## src/rtl/ps2_pkg.sv

```systemverilog
// Shared PS/2 definitions: FSM state encoding, frame layout and timing defaults.
// Reused by both the receive and the transmit side of the PS/2 port.
package ps2_pkg;

    // FSM state encoding (plain constants so legacy tools can consume them)
    typedef logic [1:0] ps2_state_t;
    localparam ps2_state_t ST_IDLE  = 2'd0;
    localparam ps2_state_t ST_SHIFT = 2'd1;
    localparam ps2_state_t ST_LOAD  = 2'd2;

    // start + 8 data + parity + stop
    localparam int FRAME_BITS = 11;

    // Defaults sized for a 50 MHz system clock
    localparam int FILTER_LEN_DEF     = 8;
    localparam int TIMEOUT_CYCLES_DEF = 10000;

    // The ten bits that follow the start bit, in the order they land in the
    // shift register (first received bit ends up in bit 0).
    typedef struct packed {
        logic       stop;
        logic       parity;
        logic [7:0] data;
    } ps2_frame_t;

    // PS/2 uses odd parity: the nine bits together must hold an odd number of ones.
    function automatic logic parity_bad(input logic [7:0] data, input logic parity);
        return ~(^{data, parity});
    endfunction

endpackage

```

## src/rtl/ps2_rx_frame_if.sv

```systemverilog
// Bundle of the PS/2 receiver's line inputs, result outputs and debug taps.
//
// Handshake: rx_done is a one-cycle valid strobe with no backpressure. dout,
// parity_err and frame_err are qualified by rx_done, and they also hold their
// values until the next rx_done. rx_timeout is an independent one-cycle strobe.
// rx_idle is a level that is high while the receiver waits for a start bit.
interface ps2_rx_frame_if;
    import ps2_pkg::*;

    logic       ps2_c;
    logic       ps2_d;
    logic       rx_en;
    logic [7:0] dout;
    logic       rx_done;
    logic       parity_err;
    logic       frame_err;
    logic       rx_timeout;
    logic       rx_idle;
    ps2_state_t dbg_state;
    logic [3:0] dbg_bit_cnt;

    // Receiver side
    modport slave (
        input  ps2_c, ps2_d, rx_en,
        output dout, rx_done, parity_err, frame_err, rx_timeout, rx_idle,
        output dbg_state, dbg_bit_cnt
    );

    // Line driver / consumer side
    modport master (
        output ps2_c, ps2_d, rx_en,
        input  dout, rx_done, parity_err, frame_err, rx_timeout, rx_idle,
        input  dbg_state, dbg_bit_cnt
    );

endinterface

```

## src/rtl/ps2_clk_filter.sv

```systemverilog
// Front end for the PS/2 lines: 2-flop synchronizers on clock and data, a
// glitch filter on the clock, and a one-cycle pulse on each filtered falling
// edge. The synchronized data bit is presented so it can be sampled in the
// fall_edge cycle.
module ps2_clk_filter
    import ps2_pkg::*;
#(
    parameter int FILTER_LEN = FILTER_LEN_DEF
) (
    input  logic clk,
    input  logic rst,
    input  logic ps2_c,
    input  logic ps2_d,
    output logic fall_edge,
    output logic data
);

    localparam int                CNT_W    = $clog2(FILTER_LEN + 1);
    localparam logic [CNT_W-1:0] CNT_LAST = CNT_W'(FILTER_LEN - 1);

    logic             c_meta;
    logic             c_sync;
    logic             d_meta;
    logic             d_sync;
    logic             filt;
    logic [CNT_W-1:0] run_cnt;
    logic             fall_q;

    // Two-stage synchronizers; reset to the idle-high line level
    always_ff @(posedge clk) begin
        if (rst) begin
            c_meta <= 1'b1;
            c_sync <= 1'b1;
            d_meta <= 1'b1;
            d_sync <= 1'b1;
        end else begin
            c_meta <= ps2_c;
            c_sync <= c_meta;
            d_meta <= ps2_d;
            d_sync <= d_meta;
        end
    end

    // Filtered level flips after FILTER_LEN consecutive samples disagree with it;
    // any agreeing sample restarts the run, so short pulses never get through.
    always_ff @(posedge clk) begin
        if (rst) begin
            filt    <= 1'b1;
            run_cnt <= '0;
            fall_q  <= 1'b0;
        end else if (c_sync != filt) begin
            if (run_cnt == CNT_LAST) begin
                filt    <= c_sync;
                run_cnt <= '0;
                fall_q  <= filt;          // only a 1 -> 0 flip is a falling edge
            end else begin
                run_cnt <= run_cnt + 1'b1;
                fall_q  <= 1'b0;
            end
        end else begin
            run_cnt <= '0;
            fall_q  <= 1'b0;
        end
    end

    assign fall_edge = fall_q;
    assign data      = d_sync;

endmodule

```

## src/rtl/ps2_rx_frame.sv

```systemverilog
// PS/2 frame receiver: collects start, 8 data bits (LSB first), odd parity and
// stop on filtered clock falling edges, reports the byte with error flags, and
// abandons a stalled frame through a watchdog.
module ps2_rx_frame
    import ps2_pkg::*;
#(
    parameter int FILTER_LEN     = FILTER_LEN_DEF,
    parameter int TIMEOUT_CYCLES = TIMEOUT_CYCLES_DEF
) (
    input  logic            clk,
    input  logic            rst,
    ps2_rx_frame_if.slave   bus
);

    localparam int               WD_W     = $clog2(TIMEOUT_CYCLES);
    // Watchdog fires on the (TIMEOUT_CYCLES-1)th quiet cycle so that the
    // registered rx_timeout shows up TIMEOUT_CYCLES cycles after the last edge.
    localparam logic [WD_W-1:0] WD_LAST  = WD_W'(TIMEOUT_CYCLES - 2);
    // Counter value when the stop bit (last of the ten post-start bits) arrives
    localparam logic [3:0]      BIT_LAST = 4'(FRAME_BITS - 2);

    logic             fall_edge;
    logic             data_s;
    ps2_state_t       state;
    logic [3:0]       bit_cnt;
    logic [9:0]       shreg;
    ps2_frame_t       frame_next;
    logic [WD_W-1:0]  wd_cnt;
    logic [7:0]       dout_q;
    logic             perr_q;
    logic             ferr_q;
    logic             timeout_q;

    ps2_clk_filter #(
        .FILTER_LEN (FILTER_LEN)
    ) u_clk_filter (
        .clk       (clk),
        .rst       (rst),
        .ps2_c     (bus.ps2_c),
        .ps2_d     (bus.ps2_d),
        .fall_edge (fall_edge),
        .data      (data_s)
    );

    // Shift register contents including the bit being sampled this cycle
    always_comb begin
        frame_next = ps2_frame_t'({data_s, shreg[9:1]});
    end

    // Receive FSM, watchdog and result registers. The results are written on
    // the stop-bit edge so they are already valid throughout the LOAD cycle.
    always_ff @(posedge clk) begin
        if (rst) begin
            state     <= ST_IDLE;
            bit_cnt   <= '0;
            shreg     <= '0;
            wd_cnt    <= '0;
            dout_q    <= '0;
            perr_q    <= 1'b0;
            ferr_q    <= 1'b0;
            timeout_q <= 1'b0;
        end else begin
            timeout_q <= 1'b0;
            case (state)
                ST_IDLE: begin
                    if (fall_edge && bus.rx_en && !data_s) begin
                        state   <= ST_SHIFT;
                        bit_cnt <= '0;
                        wd_cnt  <= '0;
                    end
                end
                ST_SHIFT: begin
                    if (!bus.rx_en) begin
                        // transmitter took the line: drop the frame silently
                        state <= ST_IDLE;
                    end else if (fall_edge) begin
                        shreg   <= frame_next;
                        bit_cnt <= bit_cnt + 4'd1;
                        wd_cnt  <= '0;
                        if (bit_cnt == BIT_LAST) begin
                            dout_q <= frame_next.data;
                            perr_q <= parity_bad(frame_next.data, frame_next.parity);
                            ferr_q <= ~frame_next.stop;
                            state  <= ST_LOAD;
                        end
                    end else if (wd_cnt == WD_LAST) begin
                        state     <= ST_IDLE;
                        timeout_q <= 1'b1;
                    end else begin
                        wd_cnt <= wd_cnt + 1'b1;
                    end
                end
                ST_LOAD: begin
                    state <= ST_IDLE;
                end
                default: begin
                    state <= ST_IDLE;
                end
            endcase
        end
    end

    assign bus.dout        = dout_q;
    assign bus.rx_done     = (state == ST_LOAD);
    assign bus.parity_err  = perr_q;
    assign bus.frame_err   = ferr_q;
    assign bus.rx_timeout  = timeout_q;
    assign bus.rx_idle     = (state == ST_IDLE);
    assign bus.dbg_state   = state;
    assign bus.dbg_bit_cnt = bit_cnt;

endmodule
```

## src/flat_wrapper.sv

```systemverilog
// flat-port wrapper written by rule: the top's interface ports become plain ports
module ps2_rx_frame_flat import ps2_pkg::*;
#(
    parameter int FILTER_LEN     = FILTER_LEN_DEF,
    parameter int TIMEOUT_CYCLES = TIMEOUT_CYCLES_DEF
)
  (clk, rst, bus_ps2_c, bus_ps2_d, bus_rx_en, bus_dout, bus_rx_done, bus_parity_err, bus_frame_err, bus_rx_timeout, bus_rx_idle, bus_dbg_state, bus_dbg_bit_cnt);
  ps2_rx_frame_if bus_i ();
  input  logic clk;
  input  logic rst;
  input wire logic [$bits(bus_i.ps2_c)-1:0] bus_ps2_c;
  input wire logic [$bits(bus_i.ps2_d)-1:0] bus_ps2_d;
  input wire logic [$bits(bus_i.rx_en)-1:0] bus_rx_en;
  output wire logic [$bits(bus_i.dout)-1:0] bus_dout;
  output wire logic [$bits(bus_i.rx_done)-1:0] bus_rx_done;
  output wire logic [$bits(bus_i.parity_err)-1:0] bus_parity_err;
  output wire logic [$bits(bus_i.frame_err)-1:0] bus_frame_err;
  output wire logic [$bits(bus_i.rx_timeout)-1:0] bus_rx_timeout;
  output wire logic [$bits(bus_i.rx_idle)-1:0] bus_rx_idle;
  output wire logic [$bits(bus_i.dbg_state)-1:0] bus_dbg_state;
  output wire logic [$bits(bus_i.dbg_bit_cnt)-1:0] bus_dbg_bit_cnt;
  assign bus_i.ps2_c = bus_ps2_c;
  assign bus_i.ps2_d = bus_ps2_d;
  assign bus_i.rx_en = bus_rx_en;
  assign bus_dout = bus_i.dout;
  assign bus_rx_done = bus_i.rx_done;
  assign bus_parity_err = bus_i.parity_err;
  assign bus_frame_err = bus_i.frame_err;
  assign bus_rx_timeout = bus_i.rx_timeout;
  assign bus_rx_idle = bus_i.rx_idle;
  assign bus_dbg_state = bus_i.dbg_state;
  assign bus_dbg_bit_cnt = bus_i.dbg_bit_cnt;
  ps2_rx_frame #(.FILTER_LEN(FILTER_LEN), .TIMEOUT_CYCLES(TIMEOUT_CYCLES)) u_core (.clk(clk), .rst(rst), .bus(bus_i));
endmodule
```

## config.mk

```make
export PLATFORM = sky130hd
export DESIGN_NAME = ps2_rx_frame_flat
export DESIGN_NICKNAME = d
export VERILOG_FILES = /design/src/rtl/ps2_pkg.sv /design/src/rtl/ps2_rx_frame_if.sv /design/src/rtl/ps2_clk_filter.sv /design/src/rtl/ps2_rx_frame.sv /design/src/flat_wrapper.sv
export SDC_FILE = /design/constraint.sdc
export NUM_CORES = 1
export LEC_CHECK = 0
export CAP_MARGIN = 20
export CORE_ASPECT_RATIO = 1.1
export CORE_MARGIN = 4
export CORE_UTILIZATION = 50
export CTS_CLUSTER_SIZE = 24
export DETAILED_ROUTE_END_ITERATION = 8
export GPL_ROUTABILITY_DRIVEN = 0
export PLACE_DENSITY_LB_ADDON = 0.12
export SLEW_MARGIN = 20
export SYNTH_ARGS = -nofsm -noshare
export SYNTH_HDL_FRONTEND = slang
export SYNTH_HIERARCHICAL = 1
export SYNTH_SLANG_ARGS = --single-unit
```

## constraint.sdc

```tcl
create_clock -name clk -period 1.9 [get_ports clk]
set_input_delay 0.285 -clock clk [delete_from_list [all_inputs] [get_ports clk]]
set_output_delay 0.285 -clock clk [all_outputs]
set_load 0.02 [all_outputs]
```

==> results of run 1 <==
-- critical path, cell delays in order, from the launching register on --
cell and delay [ps]:
dfxtp_2 320, or4b_4 540, or4_4 450, o2111ai_4 240
buf_6 160, buf_6 100, o21ai_2 50, a21oi_2 110
-- power by group through the flow --
stage          Clock, mW  Combinational, mW  Sequential [mW]
6_report           0.729             0.0418             1.05
2_1_floorplan          0             0.0231             1.08
4_1_cts            0.752             0.0409             1.05
3_3_place_gp           0             0.0397             1.08
5_1_grt            0.796             0.0460             1.06
3_5_place_dp           0             0.0408             1.08
-- registers in the layout (all words and copies together) (netlist names), 2 cells and up --
register	cells
u_core/wd_cnt	14
u_core/shreg	9
u_core/bus.dout	8
u_core/bus.dbg_bit_cnt	4
u_core/u_clk_filter/run_cnt	4
u_core/bus.dbg_state	2
-- cells in the final DEF, fill, tap and decap left out, types with 6 or more instances in the layout --
master           synthesis  final
nand2_1                 51     51
dfxtp_1                 50     47
buf_4                    1     31
nor2_1                  28     28
a21oi_1                 27     26
clkdlybuf4s50_1          0     22
inv_1                    9      9
xor2_1                   7      7
or2_2                    7      7
nand4_1                  6      6
xnor2_1                  6      6
-- worst min-delay path by stage --
| stage | end | from | depth (start not counted) | slack (ps) |
|---|---|---|---|---|
| after global placement | u_core/u_clk_filter/data | u_core/u_clk_filter/d_meta | 1 | 390 |
| after floorplan | u_core/u_clk_filter/fall_edge | rst | 1 | 360 |
| after detailed placement | u_core/u_clk_filter/c_sync | u_core/u_clk_filter/c_meta | 1 | 400 |
| after global routing | u_core/u_clk_filter/data | u_core/u_clk_filter/d_meta | 1 | 450 |
| final | u_core/u_clk_filter/c_sync | u_core/u_clk_filter/c_meta | 1 | 420 |
| after CTS | u_core/u_clk_filter/c_sync | u_core/u_clk_filter/c_meta | 1 | 430 |
-- per-layer routing --
layer  share of wire  up-vias  global-route usage
met3           0.025        4              0.0342
met2            0.52       24               0.320
met4          0.0064        0              0.0461
met1            0.45      939               0.218
li1                -     1032                   -
met5               0        -                   0
-- logic make-up (layout without fill, tap and decap cells) --
logic type,Yosys count,after routing,share of synthesized area
and+or+nand+nor,123,123,0.277
buffers and inverters,21,76,0.0504
xor gates and xnor gates,13,13,0.0493
adders and majority gates,5,5,0.0271
DFF,50,50,0.434
muxes,1,1,0.00434
AOI/OAI and AO/OA,55,55,0.158
-- cell type report --
cell class	instances	area [um2]
flip-flops and latches	50	1000
clock inverters	3	40.0
repair buffers	58	507
clock buffers	5	68.8
inverters	10	37.5
multi-input cells	197	1240
well taps	54	67.6
fillers	364	1410
-- stage by stage --
stage / setup slack, ps / area [um2] / util / std cells
after floorplan: -32.4 / 2310 / - / 268
after global placement: -143 / 2770 / 0.632 / 365
after detailed placement: -175 / 2770 / 0.632 / 365
after CTS: -120 / 2890 / 0.660 / 373
after global routing: -207 / 2970 / 0.678 / 377
final: -145 / 2970 / 0.678 / 377
-- repair_timing --
| action | in CTS | in global routing |
|---|---|---|
| buffers inserted | 0 | 4 |
| pin swaps | 2 | 5 |
| setup endpoints to repair | 16 | 14 |
| gates resized for setup | 6 | 16 |
==> impl_metrics.json, run 1 <==
{
  "status": "complete, but fails checks",
  "violations": "negative setup slack",
  "fmax_mhz": 489,
  "power.leakage_nw": 1.12,
  "setup_viol_count_final": 15,
  "antenna_found_initial": 0,
  "timing.final.crit_share": 1.08,
  "synth_area_leaders": "dfxtp_1 (43%), nand2_1 (8.3%), a21oi_1 (5.9%)",
  "synth_most_common_cell": "nand2_1",
  "start_util": 0.527,
  "max-cap-violations": 0,
  "reg2reg_depth": 7,
  "io_buffers": 23,
  "initialDrtViolationCount": 90,
  "post-dp-hpwl_mm": 3.57,
  "syn2layout_area_growth_pct": 28.7,
  "clock_skew_ps": 7.91,
  "end_kind": "register",
  "p_sw_frac": 0.203,
  "crit-reg2reg-launch": "u_core/wd_cnt[12]",
  "start_kind": "register",
  "clk_latency_ps": 290,
  "synth-edff-count": 0,
  "synth_cell_types": 50,
  "vdd_drop_max_uv": 531,
  "synthesis.nets": 278,
  "first_pass_iters": 4,
  "grt_pass1_vias": 1939,
  "finalMaxSlewViolations": 0,
  "p_comb_frac": 0.023,
  "avgSynthCellArea_um2": 8.61,
  "tightest_slew_ps": 439,
  "ys_top_cells_by_count": "nand2_1 (51), dfxtp_1 (50), nor2_1 (28), a21oi_1 (27), inv_1 (9)",
  "final_nets": 332,
  "cts_made_buffers": 5,
  "antenna_left": 0,
  "cts_hold_buf": 0,
  "synth_largest_area_cell": "dfxtp_1",
  "synth_seq_cells": 50,
  "grt.overflow.total": 0,
  "dieArea_um2": 5770,
  "startpoint": "u_core/wd_cnt[12]",
  "grt_usage": 0.180,
  "period_minus_slack_ps": 2040,
  "die_w_um": 72.8,
  "critical_path_required_ps": 2130,
  "fp-row-count": 25,
  "setup_ws_ps": -145,
  "clkTransAtPathRegs_ps": 90,
  "fin_setup_tns_ps": -1100,
  "clock_power_share": 0.400,
  "grt_pass1_wl_mm": 8.40,
  "power_frac_seq": 0.577,
  "synth_ff_type": "dfxtp_1",
  "post-route-drc-count": 0,
  "critPathArrivalTime_ps": 2270,
  "ys_async_sr_fraction": 0,
  "cts_tree": "yes",
  "cts_num_sinks": 50,
  "synth_cells": 268,
  "clockBufferDepth": 2,
  "synth_seq_area_share": 0.434,
  "hold_path.class": "reg2reg",
  "die_h_um": 79.3,
  "r2r_end": "u_core/wd_cnt[12]",
  "hold_violations": 0,
  "yosys_warnings": 6,
  "routedWlPerCell_um": 12.9,
  "antenna_cells": 0,
  "total_power_mw": 1.83,
  "r2r_slack_ps": -140,
  "num_vias": 1999,
  "switchingPower_uw": 370,
  "power_density_nw_per_um2": 615,
  "viasPerCell": 5.30,
  "critPathMaxFanout": 5,
  "grt_start_max_net_pins": 26,
  "synth_top_area_share": 0.434,
  "io_pins": 24,
  "cp-endpoint": "u_core/wd_cnt[12]",
  "root_buffer": "clkbuf_8",
  "rsz0062_at_grt": "yes",
  "syn_area_um2": 2310,
  "p_int_mw": 1.46,
  "slew_headroom": 0.705,
  "postRouteWirelength_mm": 4.88,
  "cts_max_level": 2,
  "drive_gt1_frac": 0.241,
  "critPathKind": "reg2reg",
  "finalHoldWorstSlack_ps": 420,
  "core_um2": 4380
}
Power figures use the tool's default switching activity.
==> run 2: changes to the inputs <==
CORE_UTILIZATION = 56   (was 50)
DONT_BUFFER_PORTS = 1   (was default)
==> impl_metrics.json, run 2 (synthesis gave the netlist of run 1 again) <==
{
  "cts_made_buffers": 5,
  "setup_viol_count_final": 14,
  "viasPerCell": 5.56,
  "crit-reg2reg-launch": "u_core/wd_cnt[12]",
  "p_int_mw": 1.45,
  "status": "complete, but fails checks",
  "setup_ws_ps": -117,
  "crit_buf_inv": 1,
  "r2r_slack_ps": -120,
  "start_kind": "register",
  "final_util": 0.666,
  "syn2layout_area_growth_pct": 14.4,
  "finalMaxSlewViolations": 0,
  "final_nets": 301,
  "cts_hold_buf": 0,
  "antenna_cells": 0,
  "cp_cell_sequence": "or4b_4 > or4_4 > o2111ai_4 > buf_12 > o21ai_0 > a21oi_1",
  "reg2reg_depth": 6,
  "cts-resized-gates": 3,
  "timing.final.crit_share": 1.06,
  "critPathMaxFanout": 16,
  "dieArea_um2": 5210,
  "grt_usage": 0.188,
  "hold_violations": 0,
  "io_buffers": 0,
  "max-cap-violations": 0,
  "p_sw_frac": 0.192,
  "post-dp-hpwl_mm": 3.32,
  "violations": "negative setup slack",
  "power_frac_seq": 0.588,
  "critPathKind": "reg2reg",
  "switchingPower_uw": 343,
  "design_area_um2": 2640,
  "critPathArrivalTime_ps": 2250,
  "routedWlPerCell_um": 13.5,
  "crit_family": "simple AND/OR/NAND/NOR gates",
  "power.leakage_nw": 0.979,
  "min_from": "rst",
  "hold_path.class": "in2reg",
  "power_density_nw_per_um2": 679,
  "clockBufferDepth": 2,
  "die_h_um": 75.3,
  "first_pass_iters": 4,
  "grt_pass1_vias": 1794,
  "cp_num_cells": 6,
  "cpPeakStageDelay_ps": 540,
  "clock_power_share": 0.406,
  "post_cts_buffers": 0,
  "drive_gt1_frac": 0.216,
  "clock_skew_ps": 8.94,
  "largest_register": "u_core/wd_cnt",
  "vdd_drop_max_uv": 554,
  "cts_num_sinks": 50,
  "die_w_um": 69.2,
  "start_util": 0.582,
  "fp-row-count": 24,
  "dpl_cell_area_um2": 2520,
  "hold_depth": 1,
  "cp_slowest_cell": "or4b_4",
  "critical_path_required_ps": 2130,
  "rsz0062_at_grt": "yes",
  "initialDrtViolationCount": 137,
  "antenna_found_initial": 0,
  "grt_start_max_net_pins": 40,
  "grt_pass1_wl_mm": 7.94,
  "finalHoldWorstSlack_ps": 45.5,
  "post-route-drc-count": 0,
  "final_common_cell": "nand2_1",
  "final_cell_mix": "nand2_1 (51), dfxtp_1 (48), nor2_1 (28), a21oi_1 (27), buf_4 (26)",
  "largest_reg_flops": 14,
  "end_kind": "register",
  "startpoint": "u_core/wd_cnt[12]",
  "cts_tree": "yes",
  "clkTransAtPathRegs_ps": 90,
  "grt.overflow.total": 0,
  "slew_headroom": 0.720,
  "cts_max_level": 2,
  "num_vias": 1914,
  "clk_latency_ps": 290,
  "p_comb_frac": 0.006,
  "io_pins": 24,
  "core_um2": 3960,
  "fmax_mhz": 496,
  "antenna_left": 0,
  "postRouteWirelength_mm": 4.65,
  "root_buffer": "clkbuf_8",
  "total_power_mw": 1.79,
  "period_minus_slack_ps": 2020,
  "tightest_slew_ps": 417
}
[run 2: power groups by stage]
stage | clock, mW | sequential [mW] | combinational [mW]
3_3_place_gp | 0 | 1.08 | 0.0112
2_1_floorplan | 0 | 1.08 | 0.0231
6_report | 0.727 | 1.05 | 0.0116
4_1_cts | 0.749 | 1.05 | 0.0116
5_1_grt | 0.795 | 1.06 | 0.0134
3_5_place_dp | 0 | 1.08 | 0.0115
[run 2: cell type report]
class                   count  area (um2)
fillers                   369        1320
multi-input cells         197        1210
flip-flops and latches     50        1000
repair buffers             27         215
clock buffers               6        72.6
well taps                  52        65.1
clock inverters             2        37.5
inverters                  10        37.5
[run 2: worst register-to-register path, stage by stage (launching register included)]
cell and delay [ps]:
dfxtp_2 330, or4b_4 540, or4_4 460, o2111ai_4 240, buf_12 170, o21ai_0 90
a21oi_1 130
[run 2: routing by layer]
metal,wire length [um],share of wire,vias up,global-route usage
met5,0,0,-,0
met4,50,0.011,0,0.0738
met3,248,0.053,6,0.0475
met2,2390,0.51,45,0.335
met1,1960,0.42,892,0.222
li1,-,-,971,-
[run 2: stage by stage]
| step | TNS [ps] | std cells | worst slack [ps] |
|---|---|---|---|
| 2_1_floorplan | -250 | 268 | -32.4 |
| 3_3_place_gp | -1020 | 336 | -138 |
| 3_5_place_dp | -1390 | 336 | -153 |
| 4_1_cts | -1170 | 344 | -120 |
| 5_1_grt | -2100 | 344 | -198 |
| 6_report | -1140 | 344 | -117 |
[run 2: path summary, 6_finish.rpt]
path / endpoint
setup / recovery: u_core/wd_cnt[6]
hold reg to reg: u_core/u_clk_filter/c_sync
setup reg to reg: u_core/wd_cnt[6]
hold / removal: u_core/bus.dout[2]
==> run 3: changes to the inputs <==
CORE_UTILIZATION = 40   (was 56)
==> impl_metrics.json, run 3 (synthesis gave the netlist of run 1 again) <==
{
  "p_sw_frac": 0.225,
  "dieArea_um2": 7050,
  "clkTransAtPathRegs_ps": 100,
  "grt.busiest_layer": "met2",
  "pre_cts_slack_ps": -163,
  "violations": "negative setup slack",
  "clockBufferDepth": 2,
  "antenna_found_initial": 0,
  "grt_pass1_wl_mm": 8.60,
  "instances_no_fill": 367,
  "setup_ws_ps": -181,
  "finalMaxSlewViolations": 0,
  "post-dp-hpwl_mm": 3.42,
  "final_common_cell": "nand2_1",
  "fp-row-count": 28,
  "core_um2": 5500,
  "fmax_mhz": 480,
  "slew_headroom": 0.640,
  "setup_viol_count_final": 14,
  "cts_made_buffers": 5,
  "grt_start_max_net_pins": 40,
  "cts_hold_buf": 0,
  "die_w_um": 80.4,
  "clock_skew_ps": 11.5,
  "critPathKind": "reg2reg",
  "power_density_nw_per_um2": 627,
  "grt_usage": 0.154,
  "switchingPower_uw": 384,
  "place_inst": 357,
  "largest_register": "u_core/wd_cnt",
  "end_kind": "register",
  "power_frac_seq": 0.618,
  "timing.final.crit_share": 1.10,
  "die_h_um": 87.7,
  "p_int_mw": 1.32,
  "seq_area_um2": 1000,
  "clock_power_share": 0.375,
  "hold_path.class": "in2reg",
  "final_nets": 301,
  "routedWlPerCell_um": 13.6,
  "largest_reg_flops": 14,
  "final_cell_mix": "nand2_1 (50), dfxtp_1 (47), nor2_1 (28), a21oi_1 (26), buf_4 (25)",
  "drive_gt1_frac": 0.236,
  "postRouteWirelength_mm": 4.99,
  "post-route-drc-count": 0,
  "io_pins": 24,
  "io_buffers": 0,
  "vdd_drop_max_uv": 432,
  "cts_tree": "yes",
  "clk_latency_ps": 300,
  "syn2layout_area_growth_pct": 18.0,
  "viasPerCell": 5.09,
  "critPathArrivalTime_ps": 2290,
  "period_minus_slack_ps": 2080,
  "use_met1": 0.186,
  "critical_path_required_ps": 2110,
  "max-cap-violations": 0,
  "rsz0062_at_grt": "yes",
  "n_fill_cell": 558,
  "antenna_left": 0,
  "antenna_cells": 0,
  "cts_num_sinks": 50,
  "initialDrtViolationCount": 63,
  "met3_usage": 0.0329,
  "num_vias": 1869,
  "tightest_slew_ps": 538,
  "use_met2": 0.276,
  "first_pass_iters": 4,
  "cts_max_level": 2,
  "grt_pass1_vias": 1821,
  "power.leakage_nw": 1.02,
  "grt.overflow.total": 0,
  "status": "complete, but fails checks",
  "p_comb_frac": 0.007,
  "start_kind": "register",
  "multi_input_comb_area_um2": 1270,
  "hold_violations": 0,
  "critPathMaxFanout": 8,
  "start_util": 0.420,
  "root_buffer": "clkbuf_8"
}
-- run 3: cell type report --
class                   instances  area share
multi-input cells             197       0.465
flip-flops and latches         50       0.369
repair buffers                 27      0.0836
well taps                      75      0.0345
clock buffers                   5      0.0253
inverters                      10      0.0138
clock inverters                 3     0.00919
-- run 3: routing by layer --
metal,vias to the layer above,share of wire
li1,972,-
met1,872,0.46
met2,20,0.50
met3,5,0.027
met4,0,0.011
met5,-,0
-- run 3: power groups by stage --
stage          logic (mW)  registers [mW]  clock network, mW
3_5_place_dp       0.0113            1.08                  0
4_1_cts            0.0121            1.05              0.668
3_3_place_gp       0.0114            1.08                  0
6_report           0.0121            1.05              0.641
2_1_floorplan      0.0231            1.08                  0
5_1_grt            0.0134            1.06              0.719
-- run 3: final timing paths --
kind	start	end	slack, ps	cells after the start
setup / recovery	u_core/wd_cnt[7]	u_core/wd_cnt[6]	-180	6
hold / removal	rst	u_core/shreg[6]	30	1
setup reg to reg	u_core/wd_cnt[7]	u_core/wd_cnt[6]	-180	6
hold reg to reg	u_core/u_clk_filter/d_meta	u_core/u_clk_filter/data	410	1
-- run 3: worst max-delay path: stages (launching register included) --
cell and delay (ps):
dfxtp_2 330, or4b_4 540, or4_4 520, o2111ai_4 280, buf_12 170, or4_2 110, a21oi_1 50
-- run 3: stage by stage --
| step | TNS, ps | utilization | total power, mW | cell area (um2) | hold WS [ps] |
|---|---|---|---|---|---|
| 2_1_floorplan | -250 | - | 1.10 | 2310 | 359 |
| 3_3_place_gp | -1140 | 0.460 | 1.09 | 2530 | 351 |
| 3_5_place_dp | -1460 | 0.460 | 1.09 | 2530 | 351 |
| 4_1_cts | -1790 | 0.495 | 1.74 | 2730 | 17.5 |
| 5_1_grt | -3010 | 0.495 | 1.79 | 2720 | 8.80 |
| 6_report | -2260 | 0.495 | 1.71 | 2720 | 34.8 |
-- run 3: what timing repair did --
item	CTS	global route
cloned	1	0
pin swaps	6	10
setup endpoints to repair	14	14
gates resized for setup	13	7
buffers inserted	2	0
